<file path="src/rtl/ysyx_23060236_clint_slave.sv">
// CLINT read-only AXI4-Lite responder: free-running 64-bit mtime with a
// prescaler, one R beat per accepted AR, and a high-word shadow so that a
// low-then-high read pair observes one consistent 64-bit sample.
module ysyx_23060236_clint_slave #(
    parameter logic [3:0]  TICK_DIV  = 4'd1,
    parameter logic [1:0]  RESP_LAT  = 2'd0,
    parameter logic [63:0] MTIME_RST = 64'h0
) (
    input  logic        clock,
    input  logic        reset,
    input  logic [31:0] araddr,
    input  logic        arvalid,
    output logic        arready,
    output logic [31:0] rdata,
    output logic [1:0]  rresp,
    output logic        rvalid,
    input  logic        rready
);

    // A divider of zero behaves like a divider of one.
    localparam logic [3:0] LP_DIV      = (TICK_DIV == 4'd0) ? 4'd1 : TICK_DIV;
    localparam logic [3:0] LP_DIV_LAST = LP_DIV - 4'd1;

    localparam logic [1:0] ST_IDLE = 2'd0;
    localparam logic [1:0] ST_WAIT = 2'd1;
    localparam logic [1:0] ST_RESP = 2'd2;

    localparam logic [1:0] RESP_OKAY   = 2'b00;
    localparam logic [1:0] RESP_SLVERR = 2'b10;
    localparam logic [1:0] RESP_DECERR = 2'b11;

    logic [1:0]  r_state;
    logic [1:0]  r_cnt;
    logic [63:0] r_mtime;
    logic [3:0]  r_presc;
    logic [31:0] r_shadowHi;
    logic        r_shadowVld;
    logic [31:0] r_rdata;
    logic [1:0]  r_rresp;

    logic        w_arHs;
    logic [31:0] w_decData;
    logic [1:0]  w_decResp;
    logic        w_loHit;
    logic        w_hiHit;
    logic        w_unusedAddrHi;

    // Only the 64 KiB window offset is decoded; the upper address bits are
    // already resolved by the crossbar.
    assign w_unusedAddrHi = ^araddr[31:16];

    assign arready = (r_state == ST_IDLE);
    assign rvalid  = (r_state == ST_RESP);
    assign rdata   = r_rdata;
    assign rresp   = r_rresp;
    assign w_arHs  = arvalid && (r_state == ST_IDLE);

    // Timer: prescaler wraps at the divider and bumps mtime; never stalls.
    always_ff @(posedge clock) begin
        if (reset) begin
            r_presc <= 4'd0;
            r_mtime <= MTIME_RST;
        end else if (r_presc == LP_DIV_LAST) begin
            r_presc <= 4'd0;
            r_mtime <= r_mtime + 64'd1;
        end else begin
            r_presc <= r_presc + 4'd1;
        end
    end

    // Address decode against the live mtime, used only at the AR handshake.
    always_comb begin
        w_decData = 32'd0;
        w_decResp = RESP_DECERR;
        w_loHit   = 1'b0;
        w_hiHit   = 1'b0;
        if (araddr[1:0] != 2'b00) begin
            w_decResp = RESP_SLVERR;
        end else begin
            case (araddr[15:0])
                16'h0000: w_decResp = RESP_OKAY;
                16'hBFF8: begin
                    w_decData = r_mtime[31:0];
                    w_decResp = RESP_OKAY;
                    w_loHit   = 1'b1;
                end
                16'hBFFC: begin
                    w_decData = r_shadowVld ? r_shadowHi : r_mtime[63:32];
                    w_decResp = RESP_OKAY;
                    w_hiHit   = 1'b1;
                end
                default: w_decResp = RESP_DECERR;
            endcase
        end
    end

    // Shadow: a low read captures the matching high word, a high read consumes it.
    always_ff @(posedge clock) begin
        if (reset) begin
            r_shadowHi  <= 32'd0;
            r_shadowVld <= 1'b0;
        end else if (w_arHs && w_loHit) begin
            r_shadowHi  <= r_mtime[63:32];
            r_shadowVld <= 1'b1;
        end else if (w_arHs && w_hiHit) begin
            r_shadowVld <= 1'b0;
        end
    end

    // Read FSM: accept in IDLE, optional WAIT delay, hold the beat in RESP.
    always_ff @(posedge clock) begin
        if (reset) begin
            r_state <= ST_IDLE;
            r_cnt   <= 2'd0;
            r_rdata <= 32'd0;
            r_rresp <= RESP_OKAY;
        end else begin
            case (r_state)
                ST_IDLE: begin
                    if (w_arHs) begin
                        r_rdata <= w_decData;
                        r_rresp <= w_decResp;
                        if (RESP_LAT != 2'd0) begin
                            r_state <= ST_WAIT;
                            r_cnt   <= RESP_LAT;
                        end else begin
                            r_state <= ST_RESP;
                        end
                    end
                end
                ST_WAIT: begin
                    r_cnt <= r_cnt - 2'd1;
                    if (r_cnt == 2'd1) begin
                        r_state <= ST_RESP;
                    end
                end
                ST_RESP: begin
                    if (rready) begin
                        r_state <= ST_IDLE;
                    end
                end
                default: r_state <= ST_IDLE;
            endcase
        end
    end

endmodule
</file>
<file path="config.mk">
export PLATFORM = sky130hd
export DESIGN_NAME = ysyx_23060236_clint_slave
export DESIGN_NICKNAME = d
export VERILOG_FILES = /design/src/rtl/ysyx_23060236_clint_slave.sv
export SDC_FILE = /design/constraint.sdc
export NUM_CORES = 1
export LEC_CHECK = 0
export CORE_ASPECT_RATIO = 0.5
export CORE_MARGIN = 3
export CORE_UTILIZATION = 55
export DETAILED_ROUTE_END_ITERATION = 16
export PLACE_DENSITY = 0.88
export SYNTH_ARGS = -nofsm -noshare
export SYNTH_HDL_FRONTEND = slang
export SYNTH_SLANG_ARGS = --single-unit
</file>
<file path="constraint.sdc">
create_clock -name clock -period 3.5 [get_ports clock]
set_clock_uncertainty 0.2 [all_clocks]
set_input_delay 0.7 -clock clock [delete_from_list [all_inputs] [get_ports clock]]
set_output_delay 0.7 -clock clock [all_outputs]
set_load 0.02 [all_outputs]
</file>
==> flow_summary_export.csv <==
group,metric,value,unit
outcome,outcome,"finished clean",
global_routing,first_global_vias,5782,
sta,timing.max_slew.rel_slack,0.2723,
power_and_ir_drop,peak_supply_drop,0.0003027,V
synthesis,ys_top_cells_by_count,"sky130_fd_sc_hd__dfxtp_1 (136), sky130_fd_sc_hd__nand2_1 (100), sky130_fd_sc_hd__a21oi_1 (68)",
synthesis,async_reset_ff_frac,0,
synthesis,netlist_area_before_placement,6032,um2
synthesis,synthDominantAreaCellType,"sky130_fd_sc_hd__dfxtp_1",
clock_tree,cts-root-to-sink-buffers,2,
global_routing,groute.layer.met2.usage,0.4817,
sta,setup_total_negative_slack,0,ns
power_and_ir_drop,power.share.switching,0.2154,
power_and_ir_drop,comb_power_share,0.025,
sta,worst_slew_pin_slew,1.092,ns
final_layout,fin_cells,916,
route,num_vias,5831,
final_layout,antenna_cell_count,0,
synthesis,synth.area.top_cells,"sky130_fd_sc_hd__dfxtp_1 (45%), sky130_fd_sc_hd__nand2_1 (6.2%), sky130_fd_sc_hd__a21oi_1 (5.6%)",
clock_tree,library_cell_used_as_clock_root_buffer,"sky130_fd_sc_hd__clkbuf_16",
synthesis,yosysWarningCount,0,
clock_tree,htreeDepth,4,
power_and_ir_drop,p_int,2.746,mW
clock_tree,number_of_setup_buffers_added_after_cts,0,
global_routing,groute.layer.met3.usage,0.07750,
place,routabilityCongestion,0.8654,
synthesis,synthFlopType,"sky130_fd_sc_hd__dfxtp_1",
die,floorplan.die_area,12340,um2
synthesis,synthDistinctLibCells,39,
synthesis,largest_family_of_logic_cells_by_synthesized_area,"simple AND/OR/NAND/NOR gates",
worst_setup_path,worst_setup_path_end_kind,"flip-flop",
sta,layout_min_cycle_time,3.001,ns
worst_setup_path,slowest_delay,0.68,ns
final_layout,layout-drive-gt1-share,0.07088,
synthesis,yosys_register_bits,136,
final_layout,fillerInstances,728,
die,num_rows,26,
power_and_ir_drop,power.clock.fraction,0.529,
place,placed_instance_area,6683,um2
final_layout,layout.area.seq,2724,um2
clock_tree,cts_sinks,136,
synthesis,fraction_of_the_mapped_netlist_area_in_simple_logic_gates,0.2429,
power_and_ir_drop,cellPowerDensity,480.0,nW/um2
route,drc,0,
die,ios,72,
sta,timing.final.max_slew_violations,0,
min_path,worst_hold_path_type,"flip-flop to flip-flop",
synthesis,yosys.area_share.adder,0.006223,
synthesis,syn-mean-instance-area,8.401,um2
clock_tree,clock_latency,0.42,ns
clock_tree,numCtsBuffers,17,
sta,setup_repair_after_global_routing_missed_its_margin,"false",
synthesis,synth-edff-count,0,
die,dieHeight,80.05,um
route,totalWireLength,16800,um
worst_setup_path,timing.critical_path.arrival,3.14,ns
worst_setup_path,critical_path.max_fanout,11,
sta,finalCritPeriodShare,0.8573,
sta,max_clock_freq,333.3,MHz
global_routing,antenna_found_initial,0,
global_routing,global_route.overflow_total,0,
route,number_of_drc_markers_in_iteration_0,646,
route,drt-pass1-iter-count,5,
worst_setup_path,critical-path-slowest-cell,"sky130_fd_sc_hd__or4_1",
place,port_buffers,55,
sta,timing.final.setup_violations,0,
final_layout,multi_input_area,3067,um2
power_and_ir_drop,power.sequential.fraction,0.446,
clock_tree,hold_buffers,0,
worst_setup_path,worst-setup-path-type,"flip-flop to flip-flop",
die,placeableCoreArea,10440,um2
worst_setup_path,critical_path.top_delay_family,"simple AND/OR/NAND/NOR gates",
route,number_of_antenna_violating_nets_in_the_routed_design,0,
global_routing,grt_util_all_layers,0.2841,
place,placedCellCount,884,
final_layout,num-nets-final,802,
die,start_util,0.5776,
die,dieWidth,154.1,um
worst_setup_path,critical_path_required,3.64,ns
global_routing,grt-busiest-layer,"met2",
power_and_ir_drop,power.switching,753.8,uW
worst_setup_path,cpMostUsedCell,"sky130_fd_sc_hd__or4_1",
clock_tree,post_cts.resized_instances,0,
synthesis,post-synth-top-count-cell,"sky130_fd_sc_hd__dfxtp_1",
clock_tree,tritoncts,"yes",
run,cap_violations,0,
synthesis,synth.area.mux_share,0.05642,
synthesis,part_of_the_yosys_area_used_for_sequential_elements,0.4514,
worst_setup_path,critical_path_buffer_and_inverter_count,1,
sta,timing.final.hold_violations,0,
synthesis,synth_compound_area_frac,0.1579,
synthesis,synthXorXnorAreaFrac,0.04356,
worst_setup_path,setup.worst_path.start_class,"flip-flop",
synthesis,yosysTopAreaCellShare,0.4514,
worst_setup_path,crit_path_cell_trace,"inv_1 -> ha_1 -> nand4bb_4 -> or4_4 -> or4_1 -> or4_1 -> a21oi_1",
global_routing,grt.met1_usage,0.3515,
global_routing,maximum_number_of_pins_on_one_net_before_global_route_repair,105,
synthesis,netlist_instances,718,
global_routing,grt_pass1_wl,27990,um
place,hpwlAfterDp,10470,um
final_layout,area_growth_syn_to_layout,20.87,%
synthesis,postSynthNetCount,757,
power_and_ir_drop,leakagePower,2.169,nW
clock_tree,worst_path_clk_slew,0.06,ns
route,detail_route.vias_per_cell,6.366,
route,wire_per_inst,18.34,um
final_layout,fin_area,7291,um2
==> flip-flops by register name (all words and copies together), names as in the netlist <==
signal / cells
r_state: 1
r_shadowHi: 32
r_shadowVld: 1
r_mtime: 64
r_presc: 4
rresp: 2
rdata: 32
==> metrics by stage <==
| step | hold slack [ns] | worst slack (ns) | util | power [mW] |
|---|---|---|---|---|
| 6_report | 0.2537 | 0.4993 | 0.6982 | 3.500 |
| 5_1_grt | 0.2837 | 0.3801 | 0.6982 | 3.583 |
| 4_1_cts | 0.2514 | 0.5293 | 0.6982 | 3.501 |
| 3_5_place_dp | 0.2431 | 0.5430 | 0.6399 | 1.680 |
| 3_3_place_gp | 0.2367 | 0.6214 | 0.6399 | 1.677 |
| 2_1_floorplan | 0.2315 | 0.7629 | - | 1.635 |
==> worst reg2reg max path, delay by kind of cell, from the launching register on <==
kind / cells / cell delay (ns)
AO/OA/AOI/OAI: 1 / 0.14
adder cells (fa/ha/maj): 1 / 0.20
buffers and inverters: 1 / 0.07
flip-flops: 1 / 0.35
AND/OR/NAND/NOR: 4 / 1.97
==> placed cells by master, fill, tap and decap left out, drive strengths merged, types with 3 or more instances in the layout <==
| master | count |
|---|---|
| xor2 | 13 |
| bufinv | 3 |
| clkdlybuf4s50 | 54 |
| clkinvlp | 4 |
| nand3 | 23 |
| o21ai | 59 |
| nor4 | 16 |
| clkbuf | 21 |
| nor3 | 14 |
| mux2i | 34 |
| o31ai | 5 |
| and4 | 4 |
| xnor2 | 17 |
| and3 | 8 |
| nand2 | 100 |
| a22oi | 32 |
| a21oi | 68 |
| or4 | 9 |
| nand4 | 26 |
| nand4bb | 3 |
| nor3b | 3 |
| or3 | 26 |
| buf | 15 |
| nor2 | 45 |
| inv | 17 |
| ha | 3 |
| dfxtp | 136 |
| clkinv | 4 |
==> cell type report <==
| class | instances | area share |
|---|---|---|
| clock buffer | 21 | 0.06315 |
| clock inverter | 11 | 0.02025 |
| inverter | 17 | 0.008752 |
| multi-input combinational | 522 | 0.4206 |
| sequential | 136 | 0.3736 |
| tap | 140 | 0.02403 |
| timing repair buffer | 69 | 0.08958 |
==> power groups by stage <==
stage | combinational [mW] | clock (mW) | sequential, mW
finish | 0.0878 | 1.85 | 1.56
global route | 0.0951 | 1.93 | 1.56
CTS | 0.0870 | 1.85 | 1.56
detailed placement | 0.0863 | 0 | 1.59
global placement | 0.0843 | 0 | 1.59
floorplan | 0.0398 | 0 | 1.60
==> path summary, 6_finish.rpt <==
| path | depth (start not counted) | slack [ns] | end | startpoint |
|---|---|---|---|---|
| worst min-delay path | 2 | 0.25 | r_shadowHi[16] | r_shadowHi[16] |
| worst max-delay path | 7 | 0.50 | r_mtime[39] | r_presc[0] |
| worst max register to register | 7 | 0.50 | r_mtime[39] | r_presc[0] |
| worst min register to register | 2 | 0.25 | r_shadowHi[16] | r_shadowHi[16] |
==> per-layer routing <==
metal  up-vias  wire, um
met3        32      1617
li1       2680         -
met4         0       231
met2       319      8058
met5         -         0
met1      2800      6893
==> cell families (layout without fill, tap and decap cells) <==
| kind of cell | count (synthesis) | in the layout |
|---|---|---|
| AO/OA/AOI/OAI | 169 | 169 |
| adder cells (fa/ha/maj) | 3 | 3 |
| multiplexers | 34 | 34 |
| flip-flops | 136 | 136 |
| XOR/XNOR | 30 | 30 |
| AND/OR/NAND/NOR | 286 | 286 |
| buffers and inverters | 60 | 118 |
No activity file was read; power rests on OpenSTA's default activity.
